### src/rtl/clk_pkg.sv
`default_nettype none
//------------------------------------------------------------------------------
// clk_pkg: state codes, display selects and time constants for the alarm clock.
// Revision: 1.0
//------------------------------------------------------------------------------
package clk_pkg;

   localparam int BCD_W = 24;
   localparam int CNT_W = 9;

   typedef enum logic [2:0] {
      ST_IDLE      = 3'd0,
      ST_TIME_SET  = 3'd1,
      ST_ALARM_SET = 3'd2,
      ST_RUN       = 3'd3,
      ST_RING      = 3'd4,
      ST_SNOOZE    = 3'd5
   } state_e;

   localparam logic [1:0] DISP_CLOCK = 2'd0;
   localparam logic [1:0] DISP_TSET  = 2'd1;
   localparam logic [1:0] DISP_ASET  = 2'd2;

   localparam logic [BCD_W-1:0] ALARM_DISABLED = 24'hFFFFFF;

   // Second counters stick at all-ones instead of wrapping.
   function automatic logic [CNT_W-1:0] sat_inc(input logic [CNT_W-1:0] v);
      return (&v) ? v : v + 9'd1;
   endfunction

endpackage
`default_nettype wire

### src/rtl/buzz_tone_gen.sv
`default_nettype none
//------------------------------------------------------------------------------
// buzz_tone_gen: square-wave tone, half-period TONE_DIV clks, low and reset while disabled.
// Revision: 1.0
//------------------------------------------------------------------------------
module buzz_tone_gen #(
   parameter int TONE_DIV = 25000
) (
   input  logic clk,
   input  logic rst_n,
   input  logic en_i,
   output logic tone_o
);

   localparam int CW = (TONE_DIV > 1) ? $clog2(TONE_DIV) : 1;
   localparam logic [CW-1:0] LAST = CW'(TONE_DIV - 1);

   logic [CW-1:0] cnt_q;
   logic          tone_q;

   always_ff @(posedge clk or negedge rst_n) begin
      if (!rst_n) begin
         cnt_q  <= '0;
         tone_q <= 1'b0;
      end else if (!en_i) begin
         cnt_q  <= '0;
         tone_q <= 1'b0;
      end else if (cnt_q == LAST) begin
         cnt_q  <= '0;
         tone_q <= ~tone_q;
      end else begin
         cnt_q  <= cnt_q + 1'b1;
      end
   end

   assign tone_o = tone_q;

endmodule
`default_nettype wire

### src/rtl/alarm_mode_ctrl.sv
`default_nettype none
//------------------------------------------------------------------------------
// alarm_mode_ctrl: alarm clock mode FSM, alarm match and buzzer; SNOOZE_EN adds snooze.
// Revision: 1.0
//------------------------------------------------------------------------------
module alarm_mode_ctrl
   import clk_pkg::*;
#(
   parameter int RING_SEC   = 60,
   parameter int SNOOZE_SEC = 300,
   parameter int TONE_DIV   = 25000
) (
   input  logic             clk,
   input  logic             rst_n,
   input  logic             mode_key,
   input  logic             ack_key,
   input  logic             time_ready,
   input  logic             alarm_ready,
   input  logic             sec_tick,
   input  logic [BCD_W-1:0] cur_time,
   input  logic [BCD_W-1:0] alarm_val,
   output logic             time_set_start,
   output logic             alarm_set_start,
   output logic             run_en,
   output logic [1:0]       disp_sel,
   output logic             buzzer,
   output logic [2:0]       state_o
);

   localparam logic [CNT_W-1:0] RING_LIM = CNT_W'(RING_SEC);

   state_e           state_q;
   logic [BCD_W-1:0] time_q;
   logic             time_rdy_q;
   logic             alarm_rdy_q;
   logic [CNT_W-1:0] ring_cnt_q;
   logic             tset_start_q;
   logic             aset_start_q;
   logic             run_en_q;
   logic [1:0]       disp_sel_q;

   logic [CNT_W-1:0] ring_cnt_d;
   logic             alarm_hit;
   logic             time_rise;
   logic             alarm_rise;
   logic             ring_done;

   // Comparing against last cycle's time makes the match a single-cycle event.
   assign alarm_hit  = (cur_time == alarm_val) && (alarm_val != ALARM_DISABLED) &&
                       (cur_time != time_q);
   assign time_rise  = time_ready  && !time_rdy_q;
   assign alarm_rise = alarm_ready && !alarm_rdy_q;
   assign ring_cnt_d = sat_inc(ring_cnt_q);
   assign ring_done  = sec_tick && (ring_cnt_d >= RING_LIM);

`ifdef SNOOZE_EN
   localparam logic [CNT_W-1:0] SNZ_LIM = CNT_W'(SNOOZE_SEC);

   logic [CNT_W-1:0] snz_cnt_q;
   logic [CNT_W-1:0] snz_cnt_d;
   logic             snz_done;

   assign snz_cnt_d = sat_inc(snz_cnt_q);
   assign snz_done  = sec_tick && (snz_cnt_d >= SNZ_LIM);
`endif

   always_ff @(posedge clk or negedge rst_n) begin
      if (!rst_n) begin
         state_q      <= ST_IDLE;
         time_q       <= '0;
         time_rdy_q   <= 1'b0;
         alarm_rdy_q  <= 1'b0;
         ring_cnt_q   <= '0;
         tset_start_q <= 1'b0;
         aset_start_q <= 1'b0;
         run_en_q     <= 1'b0;
         disp_sel_q   <= DISP_CLOCK;
`ifdef SNOOZE_EN
         snz_cnt_q    <= '0;
`endif
      end else begin
         time_q       <= cur_time;
         time_rdy_q   <= time_ready;
         alarm_rdy_q  <= alarm_ready;
         tset_start_q <= 1'b0;
         aset_start_q <= 1'b0;

         // Mode-derived outputs follow the current state one cycle later.
         case (state_q)
            ST_TIME_SET: begin
               run_en_q   <= 1'b0;
               disp_sel_q <= DISP_TSET;
            end
            ST_ALARM_SET: begin
               run_en_q   <= 1'b1;
               disp_sel_q <= DISP_ASET;
            end
            ST_RUN, ST_RING: begin
               run_en_q   <= 1'b1;
               disp_sel_q <= DISP_CLOCK;
            end
`ifdef SNOOZE_EN
            ST_SNOOZE: begin
               run_en_q   <= 1'b1;
               disp_sel_q <= DISP_CLOCK;
            end
`endif
            default: begin
               run_en_q   <= 1'b0;
               disp_sel_q <= DISP_CLOCK;
            end
         endcase

         case (state_q)
            ST_IDLE: begin
               if (mode_key) begin
                  state_q      <= ST_TIME_SET;
                  tset_start_q <= 1'b1;
               end
            end
            ST_TIME_SET: begin
               if (time_rise) begin
                  state_q <= ST_RUN;
               end
            end
            ST_RUN: begin
               if (alarm_hit) begin
                  state_q    <= ST_RING;
                  ring_cnt_q <= '0;
               end else if (mode_key) begin
                  state_q      <= ST_ALARM_SET;
                  aset_start_q <= 1'b1;
               end
            end
            ST_ALARM_SET: begin
               if (alarm_rise) begin
                  state_q <= ST_RUN;
               end
            end
            ST_RING: begin
               if (sec_tick) begin
                  ring_cnt_q <= ring_cnt_d;
               end
               if (ack_key || ring_done) begin
                  state_q <= ST_RUN;
`ifdef SNOOZE_EN
               end else if (mode_key) begin
                  state_q   <= ST_SNOOZE;
                  snz_cnt_q <= '0;
`endif
               end
            end
`ifdef SNOOZE_EN
            ST_SNOOZE: begin
               if (sec_tick) begin
                  snz_cnt_q <= snz_cnt_d;
               end
               if (ack_key) begin
                  state_q <= ST_RUN;
               end else if (snz_done) begin
                  state_q    <= ST_RING;
                  ring_cnt_q <= '0;
               end
            end
`endif
            default: begin
               state_q <= ST_IDLE;
            end
         endcase
      end
   end

   buzz_tone_gen #(
      .TONE_DIV (TONE_DIV)
   ) u_buzz (
      .clk    (clk),
      .rst_n  (rst_n),
      .en_i   (state_q == ST_RING),
      .tone_o (buzzer)
   );

   assign time_set_start  = tset_start_q;
   assign alarm_set_start = aset_start_q;
   assign run_en          = run_en_q;
   assign disp_sel        = disp_sel_q;
   assign state_o         = state_q;

endmodule
`default_nettype wire

### config.mk
export PLATFORM = sky130hd
export DESIGN_NAME = alarm_mode_ctrl
export DESIGN_NICKNAME = d
export VERILOG_FILES = /design/src/rtl/clk_pkg.sv /design/src/rtl/buzz_tone_gen.sv /design/src/rtl/alarm_mode_ctrl.sv
export SDC_FILE = /design/constraint.sdc
export NUM_CORES = 1
export LEC_CHECK = 0
export ABC_AREA = 1
export BUFFER_PORTS_ARGS = -buffer_cell sky130_fd_sc_hd__buf_2
export CAP_MARGIN = 15
export CORE_MARGIN = 2
export CORE_UTILIZATION = 30
export CTS_CLUSTER_DIAMETER = 100
export CTS_CLUSTER_SIZE = 10
export DETAILED_ROUTE_END_ITERATION = 10
export HOLD_SLACK_MARGIN = 0.12
export PLACE_DENSITY_LB_ADDON = 0.1
export RECOVER_POWER = 100
export SLEW_MARGIN = 20
export SYNTH_ARGS = -nofsm -noshare
export SYNTH_HDL_FRONTEND = slang
export SYNTH_SLANG_ARGS = --single-unit
### constraint.sdc
create_clock -name clk -period 2.1 [get_ports clk]
set_clock_uncertainty 0.15 [all_clocks]
set_input_delay 0.21 -clock clk [delete_from_list [all_inputs] [get_ports clk]]
set_output_delay 0.21 -clock clk [all_outputs]
set_load 0.02 [all_outputs]
==> metrics.log <==
[metrics] cell occurring most often along the worst timing path: nand2_1
[metrics] vias in the first global route: 3073
[metrics] crit start category: primary input
[metrics] total track usage: 0.149
[metrics] main combinational cell family by area after synthesis: simple AND/OR/NAND/NOR gates
[metrics] weighted congestion reported at the end of routability-driven placement: 0.856
[metrics] Area Overhead vs Synth: 35.9%
[metrics] Die Y: roughly 110 um
[metrics] number of nets produced by synthesis: 513
[metrics] remaining design rule violation count: 0
[metrics] largest net degree at the start of global routing: 60
[metrics] library cell contributing the largest single delay on the critical path: dlygate4sd3_1
[metrics] die extent in x: 109 um
[metrics] clock transition at the registers of the reported paths: 0.07 ns
[metrics] number of top-level pins: 64
[metrics] critical path, cell by cell: dlygate4sd3_1, clkbuf_1, inv_1, nand2_1, nand2_1, nor2_1, nand2_1, nor2_1, nand2_1, nor2_2, nand3_2, nand2_2, nor2_1, a21oi_1
[metrics] CP Buf/Inv Count: 3
[metrics] H-Tree Level Count: 3
[metrics] final hold viol count: 0
[metrics] FP Rows: 38
[metrics] number of antenna violations at the first check in global routing: 0
[metrics] post-route worst setup slack: 0.0966 ns
[metrics] critical path class: primary input to register
[metrics] # setup viols final: 0
[metrics] status: completed
[metrics] most used cells in the layout excluding fill and tap cells: nand2_1 (138), inv_1 (75), nor2_1 (67), dfrtp_1 (59), buf_2 (45)
[metrics] leakage: 0.00234 uW
[metrics] xor and xnor area share after synthesis: 0.0585
[metrics] post-synthesis mux area share: 0
[metrics] total clock buffers created by CTS: 9
[metrics] critical path endpoint category: register
[metrics] count of routing violations after the opening detailed-route iteration: 85
[metrics] Routed Wire Length: 8.02 mm
[metrics] number of cells on the critical path: 14
[metrics] most frequent standard cell in the layout excluding fill and tap cells: nand2_1
[metrics] transition time at the pin with the least slew margin: 0.835 ns
[metrics] post-synthesis average cell area: 7.22 sq um
[metrics] count of flip-flops with a built-in enable after synthesis: 0
[metrics] latest clock arrival within the worst-skew pair: between 0.3 and 0.4 ns
[metrics] average wire per standard cell: 11.1 um
[metrics] global-route wire length before repair: between 10 and 15 mm
[metrics] sequential share of the synthesized area: 0.448
[metrics] complex-gate fraction of the synthesized area: 0.0578
[metrics] fmax: 499 MHz
[metrics] setup repair after global routing missed its margin: true
[metrics] buffers from clock root to sink, at most: 2
[metrics] number of sinks on the clock net: between 50 and 60
[metrics] TritonCTS clock tree: yes
[metrics] CTS Root Cell: clkbuf_8
[metrics] detailed placement HPWL: just under 6 mm
[metrics] primary flip-flop cell chosen by synthesis mapping: dfrtp_1
[metrics] number of buffers added on ports: 63
[metrics] Post-Synthesis Cells: ~460
[metrics] combined flip-flop and latch cell area: 0.00148 sq mm
[metrics] total overflow reported by the global router: 0
[metrics] filler instances: 1111
[metrics] crit share post-route: 0.954
[metrics] Maximum Capacitance Violations: 0
[metrics] synthesized-area fraction occupied by adder cells: 0.00760
[metrics] top cell family by delay on the critical path: simple AND/OR/NAND/NOR gates
[metrics] total via count after detailed routing: just over 3000
[metrics] Simple-Gate Fraction of Synth Area: 0.338
[metrics] area enclosed by the die boundary: between 0.01 and 0.015 sq mm
[metrics] Slew Viols, Final: 0
[metrics] count of TritonRoute iterations in the first routing pass: 4
[metrics] Min-Delay Path Class: register to register
[metrics] diode insertion count for antenna repair: 0
[metrics] required time of the worst setup path: ~2.2 ns
[metrics] Antenna Nets Post-Route: 0
[metrics] Floorplan Core Area: 0.0108 sq mm
[metrics] critical path peak fanout: 7
[metrics] Cells on Worst Hold Path: 1
[metrics] fraction of synthesis flops using an asynchronous set or reset pin: 1.00
[metrics] power per cell area: 700 mW/mm^2
[metrics] Synth Register Bits: 59
[metrics] biggest cell delay along the critical path: 0.52 ns
[metrics] pre-CTS WS: ~0.15 ns
[metrics] post-synthesis cell type count: 30
[metrics] Post-Synthesis Cell Area: about 0.0033 sq mm
[metrics] initial core utilization: 0.305
[metrics] final total power: 3130 uW
[metrics] fraction of layout instances using a drive strength above 1: 0.178
[metrics] area of the multi-input gates: 0.00161 sq mm
[metrics] peak ir drop on the vdd network: 0.369 mV
[metrics] path depth of the worst reg2reg path: 9
[metrics] worst path arrival time: roughly 2.1 ns
[metrics] average via count per standard cell: 4.32
[metrics] final critical-path required period: 2.00 ns
[metrics] relative slew slack: 0.444
[metrics] number of warnings issued by yosys: 0
[metrics] count of nets after finishing: 632
worst register-to-register path, cell delays in order (launching register included):
cell and delay (ns):
dfrtp_1 0.39, ha_1 0.21, nand4_1 0.15, nor2_2 0.19
nand2_2 0.09, nor2_4 0.14, nand2_4 0.08, nor4_4 0.29
buf_4 0.15, a21oi_2 0.04
registers in the layout, indices dropped and copies added (netlist names):
register and flops:
alarm_rdy_q 1, u_buzz.tone_o 1, u_buzz.cnt_q 15, alarm_set_start 1, ring_cnt_q 9, time_set_start 1
disp_sel 2, time_q 24, state_o 3, run_en 1, time_rdy_q 1
per-layer routing:
layer	vias up	routed length, um	GRT usage
met2	66	3860	0.242
met1	1396	3710	0.189
li1	1638	-	-
met3	13	331	0.0329
met4	0	121	0.0687
met5	-	0	0
final cells by class:
class	instances	share of cell area
inverter	76	0.0638
timing repair buffer	109	0.157
multi-input combinational	320	0.360
clock inverter	5	0.0168
clock buffer	11	0.0338
sequential	59	0.330
tap	140	0.0391
logic make-up (layout without fill, tap and decap cells):
kind of cell / Yosys count / after routing
AO/OA/AOI/OAI: 35 / 35
XOR/XNOR: 22 / 22
adder cells (fa/ha/maj): 2 / 2
buffers and inverters: 77 / 201
flip-flops: 59 / 59
AND/OR/NAND/NOR: 261 / 261
synth_stat cells, types with 3 or more instances:
cell | count | area share
nand3_1 | 16 | 0.024
xor2_1 | 21 | 0.056
nand2_1 | 148 | 0.17
dfrtp_1 | 59 | 0.45
nor2_1 | 70 | 0.080
nand2_2 | 3 | 0.0057
a21oi_1 | 14 | 0.021
nor3_1 | 6 | 0.0091
nand4_1 | 7 | 0.013
o21ai_0 | 14 | 0.021
inv_1 | 75 | 0.086
what timing repair did:
| item | 4_1_cts | 5_1_grt |
|---|---|---|
| endpoints found under the hold margin | 93 | 0 |
| gates resized for setup | 0 | 29 |
| buffers inserted | 0 | 8 |
| endpoints found under the setup margin | 0 | 10 |
| hold buffers | 30 | 0 |
through the flow:
| step | std cells | area, sq um | hold WS [ns] | setup TNS [ns] | utilization |
|---|---|---|---|---|---|
| floorplan | 456 | 3290 | -0.236 | 0 | - |
| global placement | 666 | 3840 | 0.105 | 0 | 0.356 |
| detailed placement | 666 | 3840 | 0.0964 | 0 | 0.356 |
| CTS | 712 | 4370 | 0.266 | 0 | 0.405 |
| global route | 720 | 4470 | 0.343 | -0.169 | 0.415 |
| finish | 720 | 4470 | 0.322 | 0 | 0.415 |
power breakdown:
part	switching [uW]	internal, uW	total, uW
clock network	464	727	1190
logic	407	248	655
registers	61.4	1230	1290
final timing paths:
check                                 start               end  slack [ns]
max                            cur_time[11]     ring_cnt_q[1]         0.1
min                        u_buzz.cnt_q[14]  u_buzz.cnt_q[14]        0.32
max reg2reg                 u_buzz.cnt_q[0]  u_buzz.cnt_q[14]        0.11
min reg2reg                u_buzz.cnt_q[14]  u_buzz.cnt_q[14]        0.32
max in group asynchronous             rst_n        time_q[11]        0.80
min in group asynchronous             rst_n     ring_cnt_q[7]        0.46
Power figures use the tool's default switching activity.
